### config.mk
export PLATFORM = sky130hd
export DESIGN_NAME = vga_timing_param
export DESIGN_NICKNAME = d
export VERILOG_FILES = /design/src/rtl/vga_timing_pkg.sv /design/src/rtl/vga_delay_line.sv /design/src/rtl/vga_timing_param.sv
export SDC_FILE = /design/constraint.sdc
export NUM_CORES = 1
export LEC_CHECK = 0
export CORE_ASPECT_RATIO = 1.2
export CORE_MARGIN = 3
export CORE_UTILIZATION = 48
export DETAILED_ROUTE_END_ITERATION = 7
export PLACE_DENSITY = 0.86
export SYNTH_ARGS = -nofsm -noshare
export SYNTH_HDL_FRONTEND = slang
export SYNTH_HIERARCHICAL = 1
export SYNTH_SLANG_ARGS = --single-unit
### constraint.sdc
create_clock -name clk -period 2.5 [get_ports clk]
set_clock_uncertainty 0.2 [all_clocks]
set_input_delay 0.375 -clock clk [delete_from_list [all_inputs] [get_ports clk]]
set_output_delay 0.375 -clock clk [all_outputs]
set_load 0.05 [all_outputs]
### src/rtl/vga_timing_pkg.sv
// Shared raster timing types, standard mode constants and the total() helper
// used by the parametrised VGA timing generator.
package vga_timing_pkg;

  typedef struct packed {
    int unsigned active;
    int unsigned fp;
    int unsigned sync;
    int unsigned bp;
  } axis_t;

  localparam axis_t VGA640_H  = '{active: 640, fp: 16, sync: 96,  bp: 48};
  localparam axis_t VGA640_V  = '{active: 480, fp: 10, sync: 2,   bp: 33};
  localparam axis_t SVGA800_H = '{active: 800, fp: 40, sync: 128, bp: 88};
  localparam axis_t SVGA800_V = '{active: 600, fp: 1,  sync: 4,   bp: 23};

  localparam int unsigned MAX_LAT = 8;

  function automatic int unsigned total(axis_t a);
    return a.active + a.fp + a.sync + a.bp;
  endfunction

endpackage

### src/rtl/vga_delay_line.sv
// Clock-enabled shift register of DEPTH stages; DEPTH 0 is a plain wire.
// Reset clears every stage to zero, which the top treats as "inactive".
module vga_delay_line #(
  parameter int WIDTH = 3,
  parameter int DEPTH = 0
) (
  input  logic             clk,
  input  logic             rst,
  input  logic             ce,
  input  logic [WIDTH-1:0] d,
  output logic [WIDTH-1:0] q
);

  if (DEPTH == 0) begin : g_pass
    logic unused_ctl;
    assign unused_ctl = ^{clk, rst, ce};
    assign q = d;
  end else begin : g_pipe
    logic [DEPTH-1:0][WIDTH-1:0] stage;

    always_ff @(posedge clk or negedge rst) begin
      if (!rst) begin
        stage <= '0;
      end else if (ce) begin
        stage[0] <= d;
        for (int i = 1; i < DEPTH; i++) stage[i] <= stage[i-1];
      end
    end

    assign q = stage[DEPTH-1];
  end

endmodule

### src/rtl/vga_timing_param.sv
// Parametrised raster timing generator: presents (h, v) upstream, realigns
// the returned pixel with LAT-delayed sync/active terms at the output pins.
module vga_timing_param
  import vga_timing_pkg::*;
#(
  parameter int H_ACTIVE  = 640,
  parameter int H_FP      = 16,
  parameter int H_SYNC    = 96,
  parameter int H_BP      = 48,
  parameter int V_ACTIVE  = 480,
  parameter int V_FP      = 10,
  parameter int V_SYNC    = 2,
  parameter int V_BP      = 33,
  parameter int HSYNC_POL = 0,
  parameter int VSYNC_POL = 0,
  parameter int RGB_W     = 12,
  parameter int LAT       = 0,
  parameter int CW        = 10
) (
  input  logic             clk,
  input  logic             rst,
  input  logic             pix_ce,
  input  logic             en,
  input  logic [RGB_W-1:0] rgb_in,
  output logic [CW-1:0]    h,
  output logic [CW-1:0]    v,
  output logic             hsync,
  output logic             vsync,
  output logic             vidstate,
  output logic [RGB_W-1:0] rgb_out,
  output logic             line_start,
  output logic             frame_start
);

  localparam axis_t H_CFG = '{active: H_ACTIVE, fp: H_FP, sync: H_SYNC, bp: H_BP};
  localparam axis_t V_CFG = '{active: V_ACTIVE, fp: V_FP, sync: V_SYNC, bp: V_BP};
  localparam int unsigned H_TOTAL = total(H_CFG);
  localparam int unsigned V_TOTAL = total(V_CFG);
  localparam int unsigned H_HS_BEG = H_CFG.active + H_CFG.fp;
  localparam int unsigned H_HS_END = H_HS_BEG + H_CFG.sync;
  localparam int unsigned V_VS_BEG = V_CFG.active + V_CFG.fp;
  localparam int unsigned V_VS_END = V_VS_BEG + V_CFG.sync;
  localparam int unsigned MAX_TOT  = (H_TOTAL > V_TOTAL) ? H_TOTAL : V_TOTAL;
  localparam logic HS_ON = (HSYNC_POL != 0);
  localparam logic VS_ON = (VSYNC_POL != 0);

  if (CW < 1 || CW > 31 || (64'd1 << CW) < 64'(MAX_TOT)) begin : g_bad_cw
    $error("vga_timing_param: CW too small for H_TOTAL/V_TOTAL");
  end
  if (LAT < 0 || LAT > int'(MAX_LAT)) begin : g_bad_lat
    $error("vga_timing_param: LAT must be 0..8");
  end
  if (H_SYNC == 0 || V_SYNC == 0) begin : g_bad_sync
    $error("vga_timing_param: sync width must be nonzero");
  end

  int unsigned hx, vx;
  logic        h_last, v_last;
  logic        act, hs, vs;
  logic [2:0]  pipe_in, pipe_out;

  assign hx     = 32'(h);
  assign vx     = 32'(v);
  assign h_last = (hx == H_TOTAL - 1);
  assign v_last = (vx == V_TOTAL - 1);

  always_ff @(posedge clk or negedge rst) begin
    if (!rst) begin
      h <= '0;
      v <= '0;
    end else if (pix_ce) begin
      if (!en) begin
        h <= '0;
        v <= '0;
      end else if (h_last) begin
        h <= '0;
        v <= v_last ? '0 : v + 1'b1;
      end else begin
        h <= h + 1'b1;
      end
    end
  end

  // Pure compares against the live counters; no decoded state to drift.
  assign act = (hx < H_CFG.active) && (vx < V_CFG.active);
  assign hs  = (hx >= H_HS_BEG) && (hx < H_HS_END);
  assign vs  = (vx >= V_VS_BEG) && (vx < V_VS_END);

  // Stopped raster feeds idle terms so the pins drain to blank.
  assign pipe_in = en ? {act, hs, vs} : 3'b000;

  vga_delay_line #(.WIDTH(3), .DEPTH(LAT)) u_dly (
    .clk (clk),
    .rst (rst),
    .ce  (pix_ce),
    .d   (pipe_in),
    .q   (pipe_out)
  );

  always_ff @(posedge clk or negedge rst) begin
    if (!rst) begin
      vidstate <= 1'b0;
      hsync    <= ~HS_ON;
      vsync    <= ~VS_ON;
      rgb_out  <= '0;
    end else if (pix_ce) begin
      vidstate <= pipe_out[2];
      hsync    <= pipe_out[1] ? HS_ON : ~HS_ON;
      vsync    <= pipe_out[0] ? VS_ON : ~VS_ON;
      rgb_out  <= pipe_out[2] ? rgb_in : '0;
    end
  end

  // Gated by rst so the strobes stay quiet while held in reset at (0,0).
  assign line_start  = rst && pix_ce && en && (h == '0);
  assign frame_start = line_start && (v == '0);

endmodule

After elaboration in Yosys (flattened, before gate mapping)
Cells that the tools add are included.
W data, S select, Z words.
Operators by class
  add/subtract/negate cells: 2
  multipliers: 0
  divide/modulo/power cells: 0
  order comparisons: 6
  equality and inequality tests: 3
  shift-type cells: 0
  multiplexer cells: 9
  bitwise operators: 0
  reduce and logical (&&, ||, !) cells: 10
Operators with widths (number)
  $mux W10: 5
  $add A10 B1 Y10 const B: 2
  $eq A10 B10 Y1 const B: 2
  $logic_not A10 Y1: 2
  $lt A10 B10 Y1 const B: 2
  $lt A10 B9 Y1 const B: 2
  $mux W12: 1
  $ge A10 B10 Y1 const B: 1
  $ge A10 B9 Y1 const B: 1
  $logic_and A1 B1 Y1: 7
  $mux W3: 1
  $mux W1: 2
  $ne A2 B1 Y1 const B: 1
  $reduce_and A2 Y1: 1
Word-level totals
  bits in registers: 35
  bits in latches: 0
  memory bits (writable): 0
  ROM bits: 0
  logic and storage cells: 36
  memories kept: 0

Logic depth before layout (Yosys ltp)
Gate-level depths: netlist (run 1).
  depth in word-level cells: 4
  gate-level depth with buffers: 7
  mapped depth without buffers: 6

Cells and area by module
The synthesis (run 1) kept the hierarchy.
Modules (own cells, without submodules)
  vga_timing_param: times used 1, cells an instance 200, area an instance 1894.3 um^2, seq. area each 878.3 um^2
  vga_delay_line: times used 1, cells an instance 3, area an instance 22.5 um^2, seq. area each 0.0 um^2

Least setup slack after synthesis (run 1)
Ideal clock, no wire load.
  kind: reg2out
  start: register h[4]
  end: output frame_start
  arrival: 3.226 ns
  slack: -1.301 ns
  stages on the path, launching flop included: 5
  buffers on the path: 0
  cells stage by stage: dfrtp_1 nor3_1 nand3_1 nor4_1 and4_1
Between the ends
  cells in the longest elaborated chain, start to end: 3
RTL lines
  start, declared: RTL line vga_timing_param.sv:25  | output logic [CW-1:0] h,
  start signal, assigned: RTL line vga_timing_param.sv:79  | h <= h + 1'b1;
  $logic_not A10 Y1: RTL line vga_timing_param.sv:115  | assign line_start = rst && pix_ce && en && (h == '0);
  $logic_and A1 B1 Y1: RTL line vga_timing_param.sv:115
  via line_start: RTL line vga_timing_param.sv:31  | output logic line_start,
  $logic_and A1 B1 Y1: RTL line vga_timing_param.sv:116  | assign frame_start = line_start && (v == '0);
  end, declared: RTL line vga_timing_param.sv:32  | output logic frame_start
The timed path passes the listed nets, and every way through them passes these cells.

Worst setup path in the final report (run 1)
  start: register h[6]
  end: output frame_start
Between the ends
  cells in the longest elaborated chain, start to end: 3
RTL lines (RTL line)
  $logic_not A10 Y1: vga_timing_param.sv:115
  $logic_and A1 B1 Y1: vga_timing_param.sv:115
  $logic_and A1 B1 Y1: vga_timing_param.sv:116
Every way passes these cells.

==> results of run 1 <==
==> area by class of cell <==
class,instances,area (sq um)
clock buffers,7,96.34
clock inverters,1,7.507
fillers,303,1089
inverters,22,82.58
multi-input cells,134,903.4
flip-flops and latches,35,887.1
well taps,52,65.06
repair buffers,59,593.1
==> cells in the final DEF (no fill, tap or decap), types with 3 or more instances in the layout <==
cell type / n
a21oi_1: 4
a31oi_1: 5
and3_1: 3
buf_4: 7
clkbuf_8: 7
clkdlybuf4s50_1: 50
dfrtp_1: 26
dfrtp_2: 7
ha_1: 4
inv_1: 21
nand2_1: 13
nand3_1: 24
nand4_1: 8
nor2_1: 10
nor3_1: 3
nor4_1: 3
o211ai_1: 3
o21ai_0: 19
xnor2_1: 3
xor2_1: 4
==> routing by layer <==
metal / global-route usage / part of all wire / vias up
met2: 0.3422 / 0.50 / 68
met4: 0.08633 / 0.021 / 0
met1: 0.2493 / 0.41 / 820
met3: 0.06567 / 0.065 / 10
li1: - / - / 833
met5: 0 / 0 / -
==> state kept, by name, indices dropped and copies added (netlist names) <==
register,count
hsync,1
vidstate,1
vsync,1
h,10
rgb_out,12
v,10
==> kinds of logic (layout without fill, tap and decap cells) <==
logic type | after synthesis | in the layout | synth area share
AOI/OAI and AO/OA | 38 | 38 | 0.1286
xor gates and xnor gates | 7 | 7 | 0.03198
and+or+nand+nor | 84 | 84 | 0.2670
DFF | 35 | 35 | 0.4582
buffers and inverters | 34 | 89 | 0.08224
adders and majority gates | 4 | 4 | 0.02611
muxes | 1 | 1 | 0.005874
==> worst register-to-register path, delay by kind of cell (launching register included) <==
kind                     cells  cell delay (ns)
AND/OR/NAND/NOR              2             0.28
adder cells (fa/ha/maj)      1             0.19
AO/OA/AOI/OAI                2             0.66
buffers and inverters        1             0.07
flip-flops                   1             0.46
==> per-stage QoR <==
stage / setup WS, ns / total power, W / utilization / std cells
floorplan: -0.03428 / 0.0008965 / - / 203
global placement: 0.2116 / 0.001037 / 0.6798 / 302
detailed placement: 0.2172 / 0.001043 / 0.6798 / 302
CTS: 0.06094 / 0.001500 / 0.7077 / 310
global route: 0.03346 / 0.001551 / 0.7077 / 310
finish: 0.1417 / 0.001487 / 0.7077 / 310
==> worst min-delay path by stage <==
stage,from,end,slack (ns),cells after the start
2_1_floorplan,rst,h[0],-0.12,0
3_3_place_gp,vsync,vsync,0.28,2
3_5_place_dp,hsync,hsync,0.29,2
4_1_cts,hsync,hsync,0.30,2
5_1_grt,hsync,hsync,0.31,2
6_report,hsync,hsync,0.30,2
==> where the power goes <==
part	internal (W)	switching, W	leakage (nW)	total (W)
Combinational	0.000136	0.000241	0.554	0.000377
Sequential	0.000607	0.0000476	0.451	0.000655
Clock	0.000250	0.000205	0.0505	0.000455
Total	0.000994	0.000494	1.06	0.00149
==> Yosys cell counts (2+ instances only) <==
cell	instances	share of area
nor3_1	4	0.010
buf_4	3	0.012
a21oi_1	4	0.010
buf_6	2	0.012
nand3b_1	2	0.0078
nand4_1	8	0.026
ha_1	4	0.026
xnor2_1	3	0.014
inv_1	21	0.041
dfstp_2	2	0.027
a31oi_1	5	0.016
nor4_1	4	0.013
xor2_1	4	0.018
clkbuf_1	4	0.0078
o21ai_0	19	0.050
and4_1	3	0.014
nor2_1	10	0.020
or3_1	2	0.0065
o211ai_1	3	0.012
nand3_1	24	0.063
buf_2	3	0.0078
nand2_1	13	0.025
and3_1	3	0.0098
dfrtp_1	33	0.43
==> results.md, run 1 <==
* CP startpoint: h[6]
* Synthesized area at approximately 1900 sq um
* CTS root buf: clkbuf_8
* Iter 0 DRT Violations at 205
* Setup TNS at 0 ns
* Synth warn at 6
* Post-CTS sizing at 0
* CP top delay family: simple AND/OR/NAND/NOR gates
* Max Freq at ~420 MHz
* CTS tree: yes
* Pwr dens at 564.4 nW/um^2
* Crit-path max cell delay at 0.45 ns
* Area delta synth->final at 37.47%
* GP Congestion at about 0.92
* CP required at around 1.9 ns
* Slowest-stage cell, CP: dfrtp_2
* Synth Flop Type: dfrtp_1
* DR WL/cell at approximately 14 um
* Max-capacitance violation count at 0
* CP cell instances: nor3_2, nand3_1, nor4_4, and4_4, buf_12
* Antenna violations before repair at 0
* Die Wd at about 64 um
* CP endpoint kind: primary output
* Hold_buf cts at 0
* Area of the die at 4791 sq um
* Max Root-Sink Buffers at 2
* GRT Overall Usage at 0.2056
* CP Depth at 5
* Pins over their slew limit at 0
* Share of cells above drive strength 1 at 0.1473
* Post-Route WL at about 4500 um
* Antenna Cells at 0
* Detailed Routing Iterations Pass 1 at 4
* Worst slew margin at 0.6312
* Reg-to-Reg Start: v[0]
* Hold Slack at 0.2951 ns
* Input/output buffers at 52
* Clock sink count at 35
* Overflow left after global routing at 0
* Die Y at approximately 75 um
* Clk pin slew, worst setup/hold paths at 0.07 ns
* Ports at 53
* Final Cycle Share at 0.9433
* CP Class: reg -> out
* DRC errors left at 0
* Starting Density at 0.5148
* Last element of the critical path: frame_start
* Via count at roughly 1700
* Vias in the first global route at about 1700
* Syn Inst Count at 203
* Sequential element share of the synthesized area at 0.4582
* Tmin final at 2.358 ns
* Core area at ~3700 sq um
* Cell Area, Placed at between 2000 and 3000 sq um
* Post-CTS Repair Setup Buffers at 0
* P_leak at 1.055 nW
* Data arrival time of the critical path at around 1.8 ns
* CTS Buf Count at 5
* Fin area at ~2600 sq um
* Buf/Inv on CP at 1
* Pin count of the biggest net entering global routing at 36
* Deepest level of the CTS H-tree at 2
* Yosys cell types at 44
* Post-DP HPWL at 3258 um
* First-pass GRT wire length at 7610 um
* Mapped Avg Cell Area at between 9 and 10 sq um
* Status: completed
* Syn_nets at 223
* Peak VDD IR at 393.9 uV
* Crit Path Max Fanout at 7
* Crit Reg-Reg Endpoint: v[8]
* Final setup fails at 0
* Tightest Hold Check Type: reg -> reg
* Asr flop ratio synth at 1.000
* Worst slew pin tran at about 0.55 ns
* # nets final at 277
* Antenna-violating nets left at 0
* Clock latency on the worst-skew pair at approximately 0.29 ns
* # rows at 24
* Seq cells post-synth at 35
* RSZ-0062 raised after global routing: false
* Final Hold Violating Endpoints at 0
* Detailed-route vias per instance at 5.584
* Crit path launch type: flop
* Post-synth EDFFs at 0
* Reg2Reg Depth at 6
* FF-to-FF setup slack at 0.57 ns
No activity file was read; power rests on OpenSTA's default activity.
==> run 2: changes to the inputs <==
- CORE_MARGIN: 3 -> 5
==> run 2 against run 1 <==
First-iteration DRC count down 33%. Final cell count up 0.65%. Register-to-register slack about the same. Setup slack worse by 0.0044 ns. Via count about the same. Sequential share of layout area about the same. Design area about the same. Sequential power about the same. Worst hold slack better by 0.0034 ns. Critical path type unchanged. Largest power group unchanged.
==> results.md, run 2 (synthesis results as in run 1) <==
* Status: completed
* Clock sink count at 35 (unchanged)
* Iter 0 DRT Violations at 138 (-33%)
* Cell Area, Placed at 2534 sq um (about the same)
* Share of cells above drive strength 1 at 0.1434 (-0.003876)
* CP startpoint: h[6]
* CTS Buf Count at 5 (unchanged)
* # nets final at 277 (unchanged)
* Area of the die at 5362 sq um (+12%)
* Largest regs: rgb_out x12, h x10, v x10
* CTS tree: yes
* Reg-to-Reg Start: h[0]
* Post-CTS sizing at 0 (unchanged)
* Max FFs per register at 12 (unchanged)
* Starting Density at 0.4902 (-0.02454)
* Detailed Routing Iterations Pass 1 at 4 (unchanged)
* Fin area at 2634 sq um (about the same)
* FF-to-FF setup slack at 0.56 ns (about the same)
* Post-CTS Repair Setup Buffers at 0 (unchanged)
* CP Class: reg -> out
* GP Congestion at 0.8562 (-6.5%)
* Worst slew pin tran at 0.5668 ns (+0.01772 ns)
* Clock latency on the worst-skew pair at 0.29 ns (about the same)
* Crit Path Max Fanout at 7 (unchanged)
* Die Wd at 67.69 um (+6.3%)
* Via count at 1732 (+0.058%)
* Clk pin slew, worst setup/hold paths at 0.07 ns (about the same)
* Commonest non-fill, non-tap cell in the layout: clkdlybuf4s50_1
* Crit Reg-Reg Endpoint: v[9]
* Data arrival time of the critical path at 1.79 ns (about the same)
* Tightest Hold Check Type: reg -> reg
* Reg2Reg Depth at 5 (-1)
* Top reg by flops: rgb_out
* Final Hold Violating Endpoints at 0 (unchanged)
* Core area at 3910 sq um (+5.0%)
* Design Power at 0.001490 W (+0.19%)
* Post-DP HPWL at 3417 um (+4.9%)
* Last element of the critical path: frame_start
* Antenna violations before repair at 0 (unchanged)
* Deepest level of the CTS H-tree at 2 (unchanged)
* Detailed-route vias per instance at 5.551 (-0.58%)
* Crit path launch type: flop
* Input/output buffers at 52 (unchanged)
* Final Cycle Share at 0.9451 (+0.001774)
* Hold_buf cts at 0 (unchanged)
* CP endpoint kind: primary output
* Antenna-violating nets left at 0 (unchanged)
* Antenna Cells at 0 (unchanged)
* Tmin final at 2.363 ns (+0.004434 ns)
* RSZ-0062 raised after global routing: false
* P_leak at 1.057 nW (about the same)
* Worst slew margin at 0.6193 (-0.01190)
* Post-Route WL at 4728 um (+5.8%)
* Most frequent cells in the layout: 50 x clkdlybuf4s50_1, 26 x dfrtp_1, 24 x nand3_1
* Ports at 53 (unchanged)
* Final setup fails at 0 (unchanged)
* Peak VDD IR at 503.8 uV (+28%)
* Pin count of the biggest net entering global routing at 36 (unchanged)
* Max Freq at 423.2 MHz (-0.19%)
* DR WL/cell at 15.15 um (+5.1%)
* Area delta synth->final at 37.40% (about the same)
* GRT Overall Usage at 0.1906 (-0.01499)
* DRC errors left at 0 (unchanged)
* Max Root-Sink Buffers at 2 (unchanged)
* Die Y at 79.23 um (+5.3%)
* Overflow left after global routing at 0 (unchanged)
* Vias in the first global route at 1679 (-0.83%)
* CTS root buf: clkbuf_8
* Setup WS pre-CTS at 0.2137 ns (-0.003492 ns)
* # rows at 25 (+4.2%)
* CP required at 1.92 ns (about the same)
* Worst setup margin at 0.1373 ns (-0.004434 ns)
* Pwr dens at 565.8 nW/um^2 (+0.24%)
* First-pass GRT wire length at 7797 um (+2.5%)
* Max-capacitance violation count at 0 (unchanged)
* Pins over their slew limit at 0 (unchanged)
[run 2: cell types whose count changed in the layout (fill, tap and decap cells not counted), sizes merged]
cell / previous run / this run
clkbuf: 7 / 8
clkinvlp: 1 / 0
[run 2: worst min-delay path by stage]
stage                       end  slack [ns]  startpoint  cells past startpoint
after CTS                 hsync        0.30       hsync                      2
after floorplan            h[0]       -0.12         rst                      0
after global routing      hsync        0.32       hsync                      2
final                     hsync        0.30       hsync                      2
after detailed placement  hsync        0.29       hsync                      2
after global placement    hsync        0.28       hsync                      2
[run 2: worst max-delay path, cell delays in order (launching register included)]
cell and delay, ns:
dfrtp_2 0.45, nor3_2 0.22, nand3_1 0.17, nor4_4 0.25
and4_4 0.28, buf_12 0.13
[run 2: area by class of cell]
cell class                 instances  area [sq um]
fill                             315          1276
inverter                          22         82.58
tap                               54         67.56
timing repair buffer              59         593.1
sequential                        35         887.1
multi-input combinational        134         903.4
clock buffer                       8         100.1
[run 2: power breakdown]
part	internal, W	leakage (nW)	total [W]	switching [W]
Sequential	0.000607	0.451	0.000655	0.0000478
Combinational	0.000136	0.554	0.000382	0.000245
Clock	0.000252	0.0515	0.000453	0.000202
[run 2: per-layer routing]
layer	vias up	GRT usage	wire length, um
met3	7	0.05092	293
met2	57	0.2989	2299
met5	-	0	0
met1	837	0.2459	2056
met4	0	0.07505	78
li1	831	-	-
[run 2: metrics by stage]
step | cells | TNS (ns) | hold WS [ns] | util
after floorplan | 203 | -0.03428 | -0.1206 | -
after CTS | 312 | 0 | 0.3022 | 0.6736
after global routing | 312 | 0 | 0.3196 | 0.6736
after global placement | 304 | 0 | 0.2794 | 0.6480
final | 312 | 0 | 0.2985 | 0.6736
after detailed placement | 304 | 0 | 0.2912 | 0.6480
==> run 3: changes to the inputs <==
- CORE_ASPECT_RATIO: 1.2 -> 2
==> run 3 against run 2 <==
Count of clock-buffer cells in the layout is 2 lower. First-iteration DRC count is 48% lower. Critical path depth is the same. Sequential power about the same. Routed wire length grew 4.4%. Fmax down 1.9%. Worst hold slack worse by 0.0017 ns. Register-to-register slack got worse by 0.03 ns. Die area rose by 1.3%. Power shrank 3.8%. Final cell count fell by 0.96%. Design area shrank 0.71%. Critical endpoint unchanged.
==> results.md, run 3 (synthesis results as in run 1) <==
* Starting Density at 0.4936 (+0.003317)
* Status: completed
* CP cell instances: nor3_2, nand3_1, nor4_4, and4_4, buf_12
* Detailed Routing Iterations Pass 1 at 4 (unchanged)
* CP required at 1.92 ns (about the same)
* Reg-to-Reg Start: h[0]
* CP endpoint kind: primary output
* Antenna-violating nets left at 0 (unchanged)
* P_leak at 1.047 nW (-0.93%)
* Tightest Hold Check Type: reg -> reg
* Detailed-route vias per instance at 5.715 (+3.0%)
* Hold Startpoint: hsync
* Worst slew margin at 0.6141 (-0.005126)
* Post-Route WL at 4935 um (+4.4%)
* Share of cells above drive strength 1 at 0.1434 (unchanged)
* Placed Instances at 301 (-0.99%)
* GP Congestion at 0.9299 (+8.6%)
* RSZ-0062 raised after global routing: false
* CTS Buf Count at 5 (unchanged)
* Clock sink count at 35 (unchanged)
* Pin count of the biggest net entering global routing at 36 (unchanged)
* Worst Hold Endpoint: hsync
* DRC errors left at 0 (unchanged)
* Area of the die at 5434 sq um (+1.3%)
* GRT Overall Usage at 0.2004 (+0.009765)
* Clock latency on the worst-skew pair at 0.29 ns (about the same)
* Deepest level of the CTS H-tree at 2 (unchanged)
* Vias in the first global route at 1710 (+1.8%)
* Input/output buffers at 52 (unchanged)
* Setup TNS at 0 ns (unchanged)
* Reg2Reg Depth at 5 (unchanged)
* Post-CTS sizing at 0 (unchanged)
* Die Y at 99.37 um (+25%)
* Core area at 3884 sq um (-0.67%)
* Ports at 53 (unchanged)
* Max-capacitance violation count at 0 (unchanged)
* Final Cycle Share at 0.9629 (+0.01781)
* CTS tree: yes
* FILL cells at 308 (-2.2%)
* Post-DP HPWL at 3704 um (+8.4%)
* Slowest-stage cell, CP: dfrtp_2
* Clk pin slew, worst setup/hold paths at 0.07 ns (about the same)
* CP top delay family: simple AND/OR/NAND/NOR gates
* Antenna Cells at 0 (unchanged)
* Antenna violations before repair at 0 (unchanged)
* Crit-path max cell delay at 0.45 ns (about the same)
* Max FFs per register at 12 (unchanged)
* Crit Reg-Reg Endpoint: v[9]
* Buf/Inv on CP at 1 (unchanged)
* Crit path launch type: flop
* Max Freq at 415.4 MHz (-1.9%)
* Pins over their slew limit at 0 (unchanged)
* Area delta synth->final at 36.42%
* Crit Path Max Fanout at 7 (unchanged)
* Hold path cells at 2 (unchanged)
* Tmin final at 2.407 ns (+0.04454 ns)
* Die Wd at 54.69 um (-19%)
* Largest regs: rgb_out x12, h x10, v x10
* Data arrival time of the critical path at 1.83 ns (+0.04 ns)
* Final setup fails at 0 (unchanged)
* Via count at 1766 (+2.0%)
* FF-to-FF setup slack at 0.53 ns (-0.03 ns)
* CTS root buf: clkbuf_8
* # nets final at 277 (unchanged)
* Design Power at 0.001433 W (-3.8%)
* Non-Filler Instances at 309 (-0.96%)
* Final Hold Violating Endpoints at 0 (unchanged)
* Commonest non-fill, non-tap cell in the layout: clkdlybuf4s50_1
* Top reg by flops: rgb_out
* Hold_buf cts at 0 (unchanged)
* Hold Slack at 0.2968 ns (-0.001746 ns)
* Max Root-Sink Buffers at 2 (unchanged)
* Most frequent cells in the layout: 50 x clkdlybuf4s50_1, 26 x dfrtp_1, 24 x nand3_1
* Worst slew pin tran at 0.5745 ns (+0.007632 ns)
* Iter 0 DRT Violations at 72 (-48%)
* Overflow left after global routing at 0 (unchanged)
* CP Class: reg -> out
* Peak VDD IR at 540.6 uV (+7.3%)
* DR WL/cell at 15.97 um (+5.4%)
* Pwr dens at 548.0 nW/um^2 (-3.1%)
* Post-CTS Repair Setup Buffers at 0 (unchanged)
* First-pass GRT wire length at 7976 um (+2.3%)
* # rows at 32 (+28%)
-- run 3: cell types whose count changed in the layout (fill, tap and decap cells not counted), sizes merged --
cell	delta
clkbuf	-2
clkinvlp	+1
clkinv	+1
-- run 3: cell type report --
type,instances,area [sq um],share of cell area
Sequential cell,35,887.1,0.3392
Inverter,22,82.58,0.03158
Clock inverter,2,12.51,0.004785
Multi-Input combinational cell,134,903.4,0.3455
Clock buffer,6,72.57,0.02775
Timing Repair Buffer,59,593.1,0.2268
Tap cell,51,63.81,0.02440
-- run 3: worst max path at each step --
stage / start / to / slack, ns / cells past startpoint
2_1_floorplan: h[6] / frame_start / -0.03 / 4
3_3_place_gp: rst / frame_start / 0.22 / 5
3_5_place_dp: pix_ce / v[9] / 0.20 / 6
4_1_cts: h[6] / frame_start / 0.08 / 5
5_1_grt: h[6] / frame_start / 0.007 / 5
6_report: h[6] / frame_start / 0.09 / 5
-- run 3: power breakdown --
group	internal, W	leakage [nW]	switching [W]
registers	0.000607	0.451	0.0000465
clock network	0.000194	0.0412	0.000206
logic	0.000136	0.555	0.000243
-- run 3: metal layers --
| metal | wire, um | share of wire | GRT usage | vias to the layer above |
|---|---|---|---|---|
| li1 | - | - | - | 830 |
| met1 | 1718 | 0.35 | 0.2215 | 877 |
| met2 | 2877 | 0.58 | 0.3467 | 53 |
| met3 | 255 | 0.052 | 0.04798 | 6 |
| met4 | 84 | 0.017 | 0.08061 | 0 |
| met5 | 0 | 0 | 0 | - |
-- run 3: worst register-to-register path, cell delays in order, from the launching register on --
cell and delay (ns):
dfrtp_2 0.42, ha_1 0.25, nand4b_4 0.16, nor4_4 0.46, o211ai_1 0.18, a31oi_1 0.21
-- run 3: stage by stage --
step	cell area, sq um	worst slack, ns	utilization
detailed placement	2530	0.2026	0.6514
global placement	2530	0.2234	0.6514
floorplan	1954	-0.03428	-
global route	2615	0.007216	0.6733
finish	2615	0.09274	0.6733
CTS	2615	0.08349	0.6733
